==> config.mk <==
export PLATFORM = sky130hd
export DESIGN_NAME = monitor_host_agent
export DESIGN_NICKNAME = d
export VERILOG_FILES = /design/src/rtl/monitor_pkg.sv /design/src/rtl/mon_timeout_cnt.sv /design/src/rtl/monitor_host_agent.sv
export SDC_FILE = /design/constraint.sdc
export NUM_CORES = 1
export LEC_CHECK = 0
export BUFFER_PORTS_ARGS = -buffer_cell sky130_fd_sc_hd__buf_2
export CORE_UTILIZATION = 30
export CTS_CLUSTER_DIAMETER = 100
export DETAILED_ROUTE_END_ITERATION = 12
export GPL_TIMING_DRIVEN = 0
export PLACE_DENSITY = 0.45
export RECOVER_POWER = 25
export REMOVE_ABC_BUFFERS = 1
export SYNTH_ARGS = -nofsm -noshare
export SYNTH_HDL_FRONTEND = slang
export SYNTH_SLANG_ARGS = --single-unit
==> constraint.sdc <==
create_clock -name clk_run_i -period 6.5 [get_ports clk_run_i]
set_clock_uncertainty 0.1 [all_clocks]
set_input_delay 0.325 -clock clk_run_i [delete_from_list [all_inputs] [get_ports clk_run_i]]
set_output_delay 0.325 -clock clk_run_i [all_outputs]
set_load 0.05 [all_outputs]
==> src/rtl/monitor_pkg.sv <==
// rtl/monitor_pkg.sv - opcodes, FSM encoding and command-byte layout shared with the command decoder
package monitor_pkg;

    localparam logic [2:0] OP_NOP    = 3'd0;
    localparam logic [2:0] OP_RUN    = 3'd1;
    localparam logic [2:0] OP_STOP   = 3'd2;
    localparam logic [2:0] OP_RESET  = 3'd3;
    localparam logic [2:0] OP_REG_RD = 3'd4;
    localparam logic [2:0] OP_REG_WR = 3'd5;
    localparam logic [2:0] OP_MEM_RD = 3'd6;
    localparam logic [2:0] OP_MEM_WR = 3'd7;

    localparam logic [2:0] ST_IDLE     = 3'd0;
    localparam logic [2:0] ST_CMD      = 3'd1;
    localparam logic [2:0] ST_ADDR     = 3'd2;
    localparam logic [2:0] ST_DATA     = 3'd3;
    localparam logic [2:0] ST_WAIT_RSP = 3'd4;
    localparam logic [2:0] ST_DONE     = 3'd5;

    localparam int CMD_OP_LSB = 5;
    localparam int CMD_IDX_W  = 5;

    function automatic logic is_mem_op(input logic [2:0] op);
        return (op == OP_MEM_RD) || (op == OP_MEM_WR);
    endfunction

    // Memory ops carry their address in the ADDR bytes, so the index field is zeroed.
    function automatic logic [7:0] cmd_byte(input logic [2:0] op, input logic [CMD_IDX_W-1:0] idx);
        logic [7:0] b;
        b = '0;
        b[CMD_OP_LSB +: 3] = op;
        if (!is_mem_op(op)) begin
            b[CMD_IDX_W-1:0] = idx;
        end
        return b;
    endfunction

endpackage

==> src/rtl/mon_timeout_cnt.sv <==
// rtl/mon_timeout_cnt.sv - saturating response-gap counter for the monitor host agent
module mon_timeout_cnt #(
    parameter int TIMEOUT_CYC = 1000000,
    parameter int TIMEOUT_W   = 20
) (
    input  logic clk_run_i,
    input  logic rst_n,
    input  logic clr,
    input  logic en,
    output logic expired
);

    localparam logic [TIMEOUT_W-1:0] CNT_MAX = TIMEOUT_W'(TIMEOUT_CYC - 1);

    logic [TIMEOUT_W-1:0] cnt_q, cnt_d;

    always_comb begin
        cnt_d = cnt_q;
        if (clr) begin
            cnt_d = '0;
        end else if (en && (cnt_q != CNT_MAX)) begin
            cnt_d = cnt_q + 1'b1;
        end
    end

    always_ff @(posedge clk_run_i or negedge rst_n) begin
        if (!rst_n) begin
            cnt_q <= '0;
        end else begin
            cnt_q <= cnt_d;
        end
    end

    assign expired = en && (cnt_q == CNT_MAX);

endmodule

==> src/rtl/monitor_host_agent.sv <==
// rtl/monitor_host_agent.sv - serialises monitor requests into command bytes and collects read responses
module monitor_host_agent
    import monitor_pkg::*;
#(
    parameter int TIMEOUT_CYC = 1000000,
    parameter int TIMEOUT_W   = 20
) (
    input  logic        clk_run_i,
    input  logic        rst_n,
    input  logic        req_valid_i,
    output logic        req_ready_o,
    input  logic [2:0]  req_op_i,
    input  logic [9:0]  req_addr_i,
    input  logic [31:0] req_wdata_i,
    output logic [7:0]  tx_byte_o,
    output logic        tx_valid_o,
    input  logic        tx_ready_i,
    input  logic [7:0]  rx_byte_i,
    input  logic        rx_valid_i,
    output logic        rx_ready_o,
    output logic        rsp_valid_o,
    output logic [31:0] rsp_data_o,
    output logic        rsp_timeout_o,
    output logic        busy_o
);

    logic [2:0]  state_q, state_d;
    logic [2:0]  op_q, op_d;
    logic [9:0]  addr_q, addr_d;
    logic [31:0] wdata_q, wdata_d;
    logic [23:0] shift_q, shift_d;
    logic [1:0]  bcnt_q, bcnt_d;
    logic [7:0]  stray_q, stray_d;
    logic [31:0] rsp_data_q, rsp_data_d;
    logic        rsp_to_q, rsp_to_d;
    logic        init_q;
    logic        tx_hs, is_rd, expired;

    assign tx_hs = tx_valid_o && tx_ready_i;
    assign is_rd = (op_q == OP_REG_RD) || (op_q == OP_MEM_RD);

    mon_timeout_cnt #(
        .TIMEOUT_CYC (TIMEOUT_CYC),
        .TIMEOUT_W   (TIMEOUT_W)
    ) u_timeout (
        .clk_run_i (clk_run_i),
        .rst_n     (rst_n),
        .clr       ((state_q != ST_WAIT_RSP) || rx_valid_i),
        .en        (state_q == ST_WAIT_RSP),
        .expired   (expired)
    );

    always_comb begin
        state_d    = state_q;
        op_d       = op_q;
        addr_d     = addr_q;
        wdata_d    = wdata_q;
        shift_d    = shift_q;
        bcnt_d     = bcnt_q + 2'd1;
        stray_d    = stray_q;
        rsp_data_d = rsp_data_q;
        rsp_to_d   = rsp_to_q;
        case (state_q)
            ST_IDLE: begin
                if (req_valid_i && req_ready_o) begin
                    op_d    = req_op_i;
                    addr_d  = req_addr_i;
                    wdata_d = req_wdata_i;
                    state_d = ST_CMD;
                end
            end
            ST_CMD: begin
                if (tx_hs) begin
                    if (is_mem_op(op_q))        state_d = ST_ADDR;
                    else if (op_q == OP_REG_WR) state_d = ST_DATA;
                    else if (op_q == OP_REG_RD) state_d = ST_WAIT_RSP;
                    else                        state_d = ST_DONE;
                end
            end
            ST_ADDR: begin
                if (tx_hs && (bcnt_q == 2'd1)) begin
                    state_d = (op_q == OP_MEM_WR) ? ST_DATA : ST_WAIT_RSP;
                end
            end
            ST_DATA: begin
                if (tx_hs && (bcnt_q == 2'd3)) begin
                    state_d = is_rd ? ST_WAIT_RSP : ST_DONE;
                end
            end
            ST_WAIT_RSP: begin
                // A byte landing in the expiry cycle takes priority over the timeout.
                if (rx_valid_i) begin
                    shift_d = {shift_q[15:0], rx_byte_i};
                    if (bcnt_q == 2'd3) begin
                        state_d    = ST_DONE;
                        rsp_data_d = {shift_q, rx_byte_i};
                        rsp_to_d   = 1'b0;
                    end
                end else if (expired) begin
                    state_d    = ST_DONE;
                    rsp_data_d = '0;
                    rsp_to_d   = 1'b1;
                end
            end
            ST_DONE: state_d = ST_IDLE;
            default: state_d = ST_IDLE;
        endcase

        if ((state_q != ST_WAIT_RSP) && (state_d == ST_DONE)) begin
            rsp_data_d = '0;
            rsp_to_d   = 1'b0;
        end
        if (rx_valid_i && (state_q != ST_WAIT_RSP) && (stray_q != 8'hFF)) begin
            stray_d = stray_q + 8'd1;
        end
        // The byte counter only advances on a byte moving in its current state.
        if (state_d != state_q) begin
            bcnt_d = '0;
        end else if (!((state_q == ST_WAIT_RSP) ? rx_valid_i : (tx_hs && (state_q != ST_CMD)))) begin
            bcnt_d = bcnt_q;
        end
    end

    always_ff @(posedge clk_run_i or negedge rst_n) begin
        if (!rst_n) begin
            state_q    <= ST_IDLE;
            op_q       <= '0;
            addr_q     <= '0;
            wdata_q    <= '0;
            shift_q    <= '0;
            bcnt_q     <= '0;
            stray_q    <= '0;
            rsp_data_q <= '0;
            rsp_to_q   <= 1'b0;
            init_q     <= 1'b0;
        end else begin
            state_q    <= state_d;
            op_q       <= op_d;
            addr_q     <= addr_d;
            wdata_q    <= wdata_d;
            shift_q    <= shift_d;
            bcnt_q     <= bcnt_d;
            stray_q    <= stray_d;
            rsp_data_q <= rsp_data_d;
            rsp_to_q   <= rsp_to_d;
            init_q     <= 1'b1;
        end
    end

    always_comb begin
        tx_byte_o = '0;
        case (state_q)
            ST_CMD:  tx_byte_o = cmd_byte(op_q, addr_q[CMD_IDX_W-1:0]);
            ST_ADDR: tx_byte_o = bcnt_q[0] ? addr_q[7:0] : {6'b0, addr_q[9:8]};
            ST_DATA: begin
                case (bcnt_q)
                    2'd0:    tx_byte_o = wdata_q[31:24];
                    2'd1:    tx_byte_o = wdata_q[23:16];
                    2'd2:    tx_byte_o = wdata_q[15:8];
                    default: tx_byte_o = wdata_q[7:0];
                endcase
            end
            default: tx_byte_o = '0;
        endcase
    end

    assign req_ready_o   = init_q && (state_q == ST_IDLE);
    assign tx_valid_o    = (state_q == ST_CMD) || (state_q == ST_ADDR) || (state_q == ST_DATA);
    assign rx_ready_o    = 1'b1;
    assign rsp_valid_o   = (state_q == ST_DONE);
    assign rsp_data_o    = rsp_data_q;
    assign rsp_timeout_o = rsp_to_q;
    assign busy_o        = (state_q != ST_IDLE);

endmodule

==> results of run 1 <==
cells in the mapped netlist, types with 2 or more instances:
cell                        number  area (um^2)
sky130_fd_sc_hd__dfrtp_1       128         3200
sky130_fd_sc_hd__mux2_2         70          788
sky130_fd_sc_hd__nand2_1        55          206
sky130_fd_sc_hd__inv_1          40          150
sky130_fd_sc_hd__nand3_1        39          195
sky130_fd_sc_hd__nor2_1         29          109
sky130_fd_sc_hd__o221ai_2       27          405
sky130_fd_sc_hd__clkbuf_1       18         67.6
sky130_fd_sc_hd__o21ai_0        14         70.1
sky130_fd_sc_hd__xnor2_1        14          123
sky130_fd_sc_hd__a21oi_1        13         65.1
sky130_fd_sc_hd__a222oi_1       13          130
sky130_fd_sc_hd__nor3_1         11         55.1
sky130_fd_sc_hd__buf_2           6         30.0
sky130_fd_sc_hd__buf_6           6         67.6
sky130_fd_sc_hd__ha_1            5         62.6
sky130_fd_sc_hd__o221ai_1        5         43.8
sky130_fd_sc_hd__and2_1          4         25.0
sky130_fd_sc_hd__or3_1           4         25.0
sky130_fd_sc_hd__a22oi_1         3         22.5
sky130_fd_sc_hd__buf_4           3         22.5
sky130_fd_sc_hd__nor2b_1         3         18.8
sky130_fd_sc_hd__a311o_1         2         20.0
sky130_fd_sc_hd__and3_1          2         12.5
sky130_fd_sc_hd__and4_1          2         17.5
sky130_fd_sc_hd__buf_1           2         7.51
sky130_fd_sc_hd__buf_8           2         30.0
sky130_fd_sc_hd__nand2b_1        2         12.5
sky130_fd_sc_hd__nand4_1         2         12.5
sky130_fd_sc_hd__o2111ai_1       2         17.5
sky130_fd_sc_hd__o22ai_1         2         12.5
sky130_fd_sc_hd__or2_2           2         12.5
sky130_fd_sc_hd__or4_1           2         15.0
power groups by stage:
stage	logic (uW)	registers [uW]	clock network [uW]
global route	1320	1340	1030
floorplan	765	1410	0
global placement	1200	1280	0
detailed placement	1230	1310	0
finish	1220	1290	965
CTS	1240	1290	992
per-layer routing:
| metal | vias up | track usage [%] | routed length, um |
|---|---|---|---|
| met1 | 2244 | 19.5 | 6810 |
| met3 | 9 | 4.91 | 803 |
| met2 | 92 | 24.2 | 7070 |
| met5 | - | 0 | 0 |
| met4 | 0 | 4.79 | 111 |
| li1 | 2156 | - | - |
worst paths after layout:
check                                             start                    endpoint  slack (ns)  depth (start not counted)
worst min register to register  shift_q[17]$_DFFE_PN0P_     shift_q[17]$_DFFE_PN0P_        0.41                          1
worst min-delay path                    req_wdata_i[12]     wdata_q[12]$_DFFE_PN0P_        0.03                          2
max in group clk_run_i             state_q[2]$_DFF_PN0_  rsp_data_o[12]$_DFFE_PN0P_        2.47                          5
worst max register to register     state_q[2]$_DFF_PN0_  rsp_data_o[12]$_DFFE_PN0P_        2.47                          5
worst max-delay path                              rst_n     wdata_q[24]$_DFFE_PN0P_        2.14                          3
min in group asynchronous                         rst_n   rsp_data_o[6]$_DFFE_PN0P_        0.96                          2
per-stage QoR:
step                hold slack, ns  setup WS (ns)
floorplan                  -0.0706           2.47
global placement             0.390          0.135
detailed placement           0.167           2.39
CTS                         0.0128           2.39
global route                0.0113           1.28
finish                      0.0315           2.14
registers in the layout, indices dropped and copies added, names as in the netlist:
signal           flops
rsp_data_o          32
wdata_q             32
shift_q             24
u_timeout.cnt_q     20
addr_q              10
op_q                 3
state_q              3
bcnt_q               2
init_q               1
rsp_timeout_o        1
cell type report:
class	instances	area, um^2	area share, %
antenna	1	2.50	0.0330
sequential	128	3200	42.2
multi-input combinational	346	2700	35.6
timing repair buffer	108	594	7.84
inverter	40	150	1.98
clock inverter	13	155	2.05
clock buffer	19	443	5.84
tap	270	338	4.45
cell families (layout without fill, tap and decap cells):
logic type                 after synthesis  after routing  synth area share (%)
DFF                                    128            128                  51.4
other                                    1              3                0.0602
and+or+nand+nor                        166            166                  13.2
xor gates and xnor gates                14             14                  1.97
adders and majority gates                5              5                  1.00
muxes                                   70             70                  12.7
AOI/OAI and AO/OA                       89             89                  13.7
buffers and inverters                   77            180                  6.03
==> run_summary.xml, run 1 <==
<?xml version="1.0" encoding="UTF-8"?>
<metrics>
  <group name="sta">
    <metric name="finalSetupViolations" unit="">0</metric>
    <metric name="relSlewSlack" unit="%">-54.7</metric>
    <metric name="fmax" unit="MHz">230</metric>
    <metric name="post-route-period-util" unit="%">67.0</metric>
    <metric name="finalHoldViolations" unit="">0</metric>
    <metric name="drv_slew" unit="">131</metric>
    <metric name="grt_setup_unrepaired" unit="">false</metric>
    <metric name="fin_tns_setup" unit="ns">0</metric>
    <metric name="worstMarginPinSlew" unit="ns">2.32</metric>
    <metric name="finalWorstPathRequiredPeriod" unit="ns">4.36</metric>
  </group>
  <group name="cts">
    <metric name="holdBufCountCts" unit="">1</metric>
    <metric name="cts_tree" unit="">built</metric>
    <metric name="path_clk_slew" unit="ns">0.06</metric>
    <metric name="postCtsSetupBuffers" unit="">0</metric>
    <metric name="post_cts_resize_count" unit="">0</metric>
    <metric name="clock_sinks" unit="">128</metric>
    <metric name="cts-root-buf" unit="">sky130_fd_sc_hd__clkbuf_16</metric>
    <metric name="clock_latency_on_the_worst_skew_pair" unit="ns">0.42</metric>
    <metric name="clk_path_buf_depth" unit="">2</metric>
    <metric name="cts-htree-levels" unit="">4</metric>
    <metric name="numCtsBuffers" unit="">17</metric>
  </group>
  <group name="cells_and_area">
    <metric name="final_layout_size_suffix_gt1_share" unit="%">37.3</metric>
    <metric name="areaGrowthSynthToFinish" unit="%">21.8</metric>
    <metric name="design_area" unit="um^2">7580</metric>
    <metric name="mostFrequentLayoutCells" unit="">128 x sky130_fd_sc_hd__dfrtp_1, 101 x sky130_fd_sc_hd__buf_2, 70 x sky130_fd_sc_hd__mux2_2, 55 x sky130_fd_sc_hd__nand2_1, 40 x sky130_fd_sc_hd__inv_1</metric>
    <metric name="utilization" unit="%">37.4</metric>
    <metric name="layout_commonest_cell" unit="">sky130_fd_sc_hd__dfrtp_1</metric>
    <metric name="stdcell_count" unit="">925</metric>
    <metric name="layout.filler_cells" unit="">2058</metric>
    <metric name="final_nets" unit="">704</metric>
  </group>
  <group name="setup_path">
    <metric name="worst_path_largest_cell_delay" unit="ns">1.83</metric>
    <metric name="critical_path_buf_inv_count" unit="">3</metric>
    <metric name="path_class" unit="">primary input to async pin</metric>
    <metric name="critPathCaptureType" unit="">async pin</metric>
    <metric name="worst_path_dominant_cell_family" unit="">buffers and inverters</metric>
    <metric name="cp_cell_sequence" unit="">dlygate4sd3_1, clkbuf_1, clkbuf_2</metric>
    <metric name="worst-path-max-fanout" unit="">91</metric>
    <metric name="timing.critical_path.required" unit="ns">6.44</metric>
    <metric name="critical_path.startpoint_type" unit="">primary input</metric>
    <metric name="worst-endpoint-arrival" unit="ns">4.30</metric>
    <metric name="timing.critical_path.slowest_stage_cell" unit="">sky130_fd_sc_hd__clkbuf_2</metric>
  </group>
  <group name="power">
    <metric name="seqPwrFrac" unit="%">37.2</metric>
    <metric name="sw_frac_of_total" unit="%">38.9</metric>
    <metric name="power_switching" unit="uW">1350</metric>
    <metric name="p_int" unit="uW">2120</metric>
    <metric name="power.share.combinational" unit="%">35.0</metric>
    <metric name="power_per_cell_area" unit="nW/um^2">458</metric>
    <metric name="power.clock.fraction" unit="%">27.8</metric>
    <metric name="static-leakage-power" unit="uW">0.00339</metric>
    <metric name="totalPowerFinal" unit="uW">3470</metric>
    <metric name="power.ir.vdd_worst" unit="mV">0.211</metric>
  </group>
  <group name="place">
    <metric name="placedCellCount" unit="">891</metric>
    <metric name="numPortBuffers" unit="">102</metric>
    <metric name="post-dp-hpwl" unit="um">9710</metric>
    <metric name="dpl_cell_area" unit="um^2">7000</metric>
    <metric name="gp_congestion" unit="">0.742</metric>
  </group>
  <group name="grt">
    <metric name="grt-ovfl-total" unit="">0</metric>
    <metric name="grt_pass1_vias" unit="">4870</metric>
    <metric name="grt_start_max_net_pins" unit="">92</metric>
    <metric name="antenna_found_initial" unit="">1</metric>
    <metric name="grt_pass1_wl" unit="um">25400</metric>
    <metric name="groute.usage.overall" unit="%">15.2</metric>
  </group>
  <group name="route">
    <metric name="routed_wirelength" unit="um">14800</metric>
    <metric name="vias" unit="">4501</metric>
    <metric name="wl_per_cell" unit="um">16.0</metric>
    <metric name="detail_route.drc_violations" unit="">0</metric>
    <metric name="postRouteAntennaNets" unit="">0</metric>
    <metric name="dr.first_iter.drc_count" unit="">273</metric>
    <metric name="drt-vias-per-instance" unit="">4.87</metric>
    <metric name="number_of_detailed_route_iterations_in_the_first_pass" unit="">6</metric>
  </group>
  <group name="yosys">
    <metric name="ys.warnings.count" unit="">0</metric>
    <metric name="mappedNetlistArea" unit="um^2">6230</metric>
    <metric name="async_flop_share" unit="%">100</metric>
    <metric name="synth_seq_area_share" unit="%">51.4</metric>
    <metric name="ys_types" unit="">51</metric>
    <metric name="yosys_register_bits" unit="">128</metric>
    <metric name="syn_area_per_cell" unit="um^2">11.3</metric>
    <metric name="synth_flop_cell" unit="">sky130_fd_sc_hd__dfrtp_1</metric>
    <metric name="synth-edff-count" unit="">0</metric>
    <metric name="syn-instance-count" unit="">550</metric>
  </group>
  <group name="floorplanning">
    <metric name="start_util" unit="%">30.7</metric>
    <metric name="top_level_ports" unit="">104</metric>
    <metric name="dieArea" unit="um^2">21300</metric>
    <metric name="die_h" unit="um">146</metric>
    <metric name="design.core.area" unit="um^2">20300</metric>
    <metric name="floorplan.die.width" unit="um">146</metric>
    <metric name="placementRows" unit="">52</metric>
  </group>
  <group name="status">
    <metric name="failing_checks" unit="">max-capacitance violations, max-slew violations</metric>
    <metric name="run_status" unit="">finished, violations left</metric>
  </group>
  <group name="job">
    <metric name="max_cap_viol_count" unit="">2</metric>
  </group>
  <group name="min_path">
    <metric name="hold_path.class" unit="">primary input to register</metric>
  </group>
</metrics>
(Power assumes the default switching activity.)
==> run 2: changes to the inputs <==
--- a/config.mk
+++ b/config.mk
@@ -10,7 +10,7 @@
 export CTS_CLUSTER_DIAMETER = 100
 export DETAILED_ROUTE_END_ITERATION = 12
 export GPL_TIMING_DRIVEN = 0
-export PLACE_DENSITY = 0.45
+export PLACE_DENSITY = 0.47
 export RECOVER_POWER = 25
 export REMOVE_ABC_BUFFERS = 1
 export SYNTH_ARGS = -nofsm -noshare
==> constraint.sdc (replaced) <==
create_clock -name clk_run_i -period 3.7 [get_ports clk_run_i]
set_clock_uncertainty 0.1 [all_clocks]
set_input_delay 0.185 -clock clk_run_i [delete_from_list [all_inputs] [get_ports clk_run_i]]
set_output_delay 0.185 -clock clk_run_i [all_outputs]
set_load 0.05 [all_outputs]
==> run 2 against run 1 <==
The flow still finishes with violations (max-capacitance violations, max-slew violations). Critical path depth is 2 higher. Register-to-register slack worse by 2.1 ns. First-iteration DRC count is 0.37% higher. Die area stayed put. Count of clock-buffer cells in the layout is 1 lower. Sequential share of layout area is 3.4 points lower. Worst hold slack better by 0.29 ns. Worst setup slack worse by 1.8 ns. Routed wire length is 8.4% higher. Via count is 6.4% higher. Non-clock buffer count is 54 higher. Combinational power is 84% higher.
==> run_summary.xml, run 2 (synthesis results as in run 1) <==
<?xml version="1.0" encoding="UTF-8"?>
<metrics>
  <group name="cts">
    <metric name="cts_tree" unit="">built</metric>
    <metric name="numCtsBuffers" unit="">17</metric>
    <metric name="postCtsSetupBuffers" unit="">0</metric>
    <metric name="path_clk_slew" unit="ns">0.07</metric>
    <metric name="clk_path_buf_depth" unit="">2</metric>
    <metric name="cts-htree-levels" unit="">4</metric>
    <metric name="clock_latency_on_the_worst_skew_pair" unit="ns">0.42</metric>
    <metric name="clock_sinks" unit="">128</metric>
    <metric name="cts-root-buf" unit="">sky130_fd_sc_hd__clkbuf_16</metric>
  </group>
  <group name="grt">
    <metric name="groute.usage.overall" unit="%">15.9</metric>
    <metric name="grt_start_max_net_pins" unit="">76</metric>
    <metric name="grt-ovfl-total" unit="">0</metric>
    <metric name="grt_pass1_wl" unit="um">26700</metric>
    <metric name="antenna_found_initial" unit="">0</metric>
    <metric name="grt_pass1_vias" unit="">5086</metric>
  </group>
  <group name="min_path">
    <metric name="hold_path.class" unit="">primary input to register</metric>
  </group>
  <group name="setup_path">
    <metric name="cp_cell_sequence" unit="">or4b_4, nor3_2, a21bo_4, nand3b_4, o221ai_1</metric>
    <metric name="timing.critical_path.slowest_stage_cell" unit="">sky130_fd_sc_hd__dfrtp_1</metric>
    <metric name="worst_path_dominant_cell_family" unit="">simple AND/OR/NAND/NOR gates</metric>
    <metric name="critical_path_buf_inv_count" unit="">0</metric>
    <metric name="worst-path-max-fanout" unit="">34</metric>
    <metric name="worst_path_largest_cell_delay" unit="ns">0.78</metric>
    <metric name="timing.critical_path.required" unit="ns">3.86</metric>
    <metric name="critical_path.startpoint_type" unit="">register</metric>
    <metric name="worst-endpoint-arrival" unit="ns">3.47</metric>
    <metric name="critPathCaptureType" unit="">register</metric>
    <metric name="path_class" unit="">register to register</metric>
  </group>
  <group name="cells_and_area">
    <metric name="mostFrequentLayoutCells" unit="">128 x sky130_fd_sc_hd__dfrtp_1, 101 x sky130_fd_sc_hd__buf_2, 70 x sky130_fd_sc_hd__mux2_2, 55 x sky130_fd_sc_hd__nand2_1, 55 x sky130_fd_sc_hd__dlygate4sd3_1</metric>
    <metric name="final_nets" unit="">760</metric>
    <metric name="areaGrowthSynthToFinish" unit="%">32.3</metric>
    <metric name="final_layout_size_suffix_gt1_share" unit="%">35.1</metric>
    <metric name="sequential_area" unit="um^2">3200</metric>
    <metric name="layout.filler_cells" unit="">1974</metric>
    <metric name="antenna_cells_inserted" unit="">0</metric>
    <metric name="multi_input_comb_area" unit="um^2">2740</metric>
    <metric name="utilization" unit="%">40.6</metric>
    <metric name="stdcell_count" unit="">980</metric>
    <metric name="layout_commonest_cell" unit="">sky130_fd_sc_hd__dfrtp_1</metric>
  </group>
  <group name="power">
    <metric name="power.ir.vdd_worst" unit="mV">0.448</metric>
    <metric name="power_per_cell_area" unit="nW/um^2">775</metric>
    <metric name="static-leakage-power" unit="uW">0.00368</metric>
    <metric name="totalPowerFinal" unit="uW">6390</metric>
  </group>
  <group name="floorplanning">
    <metric name="top_level_ports" unit="">104</metric>
    <metric name="design.core.area" unit="um^2">20300</metric>
    <metric name="placementRows" unit="">52</metric>
    <metric name="start_util" unit="%">30.7</metric>
    <metric name="floorplan.die.width" unit="um">146</metric>
    <metric name="die_h" unit="um">146</metric>
    <metric name="dieArea" unit="um^2">21300</metric>
  </group>
  <group name="place">
    <metric name="post-dp-hpwl" unit="um">9810</metric>
    <metric name="preCtsSetupSlack" unit="ns">-0.381</metric>
    <metric name="gp_congestion" unit="">0.771</metric>
    <metric name="numPortBuffers" unit="">102</metric>
    <metric name="placedCellCount" unit="">891</metric>
  </group>
  <group name="job">
    <metric name="max_cap_viol_count" unit="">1</metric>
  </group>
  <group name="sta">
    <metric name="relSlewSlack" unit="%">-65.6</metric>
    <metric name="finalWorstPathRequiredPeriod" unit="ns">3.31</metric>
    <metric name="setup_slack" unit="ns">0.392</metric>
    <metric name="worstMarginPinSlew" unit="ns">2.48</metric>
    <metric name="post-route-period-util" unit="%">89.4</metric>
    <metric name="finalHoldViolations" unit="">0</metric>
    <metric name="fmax" unit="MHz">302</metric>
    <metric name="grt_setup_unrepaired" unit="">false</metric>
    <metric name="drv_slew" unit="">55</metric>
    <metric name="finalSetupViolations" unit="">0</metric>
  </group>
  <group name="status">
    <metric name="failing_checks" unit="">max-capacitance violations, max-slew violations</metric>
    <metric name="run_status" unit="">finished, violations left</metric>
  </group>
  <group name="route">
    <metric name="number_of_detailed_route_iterations_in_the_first_pass" unit="">6</metric>
    <metric name="drt-vias-per-instance" unit="">4.89</metric>
    <metric name="dr.first_iter.drc_count" unit="">274</metric>
    <metric name="wl_per_cell" unit="um">16.4</metric>
    <metric name="highest-signal-layer" unit="">met4</metric>
    <metric name="met2WireLength" unit="um">7430</metric>
    <metric name="route.met3.wl" unit="um">806</metric>
    <metric name="postRouteAntennaNets" unit="">0</metric>
    <metric name="vias" unit="">4791</metric>
    <metric name="met1Wirelength" unit="um">7640</metric>
    <metric name="detail_route.drc_violations" unit="">0</metric>
    <metric name="routed_wirelength" unit="um">16000</metric>
  </group>
</metrics>
[run 2: where the power goes]
| group | total, uW | internal (uW) | switching [uW] |
|---|---|---|---|
| sequential | 2270 | 1890 | 380 |
| combinational | 2250 | 859 | 1390 |
| clock | 1870 | 1180 | 695 |
[run 2: per-layer routing]
layer	global-route usage (%)	vias up
li1	-	2274
met1	21.3	2388
met2	25.5	114
met3	4.34	15
met4	3.96	0
met5	0	-
[run 2: layout make-up]
type / count / share of cell area (%)
sequential: 128 / 38.9
multi-input combinational: 348 / 33.2
clock buffer: 18 / 5.33
inverter: 40 / 1.82
clock inverter: 14 / 2.70
timing repair buffer: 162 / 14.0
tap: 270 / 4.10
[run 2: worst paths after layout]
check	start	end	slack (ns)	depth (start not counted)
min in group asynchronous	rst_n	wdata_q[5]$_DFFE_PN0P_	1.13	2
max in group asynchronous	rst_n	u_timeout.cnt_q[7]$_DFFE_PN0P_	0.69	3
setup / recovery	state_q[2]$_DFF_PN0_	rsp_data_o[13]$_DFFE_PN0P_	0.39	5
hold / removal	rx_valid_i	rsp_data_o[1]$_DFFE_PN0P_	0.33	3
setup reg to reg	state_q[2]$_DFF_PN0_	rsp_data_o[13]$_DFFE_PN0P_	0.39	5
hold reg to reg	shift_q[16]$_DFFE_PN0P_	shift_q[16]$_DFFE_PN0P_	0.41	1
[run 2: repair_timing]
action,CTS,global route
gates cloned,2,0
endpoints found under the hold margin,115,0
endpoints found under the setup margin,35,33
hold buffers,55,0
pin swaps,0,0
resized for setup,2,1
[run 2: through the flow]
step | setup TNS, ns | instance area [um^2] | hold slack, ns
after detailed placement | -10.86 | 7010 | 0.0884
after global routing | 0 | 8240 | 0.345
final | 0 | 8240 | 0.325
after floorplan | -11.58 | 6010 | -0.211
after global placement | -107.82 | 6860 | 0.321
after CTS | 0 | 8250 | 0.216
[run 2: worst min-delay path, cell delays in order]
cell	delay, ns
sky130_fd_sc_hd__buf_2	0.35
sky130_fd_sc_hd__nand3_1	0.18
sky130_fd_sc_hd__o221ai_2	0.08
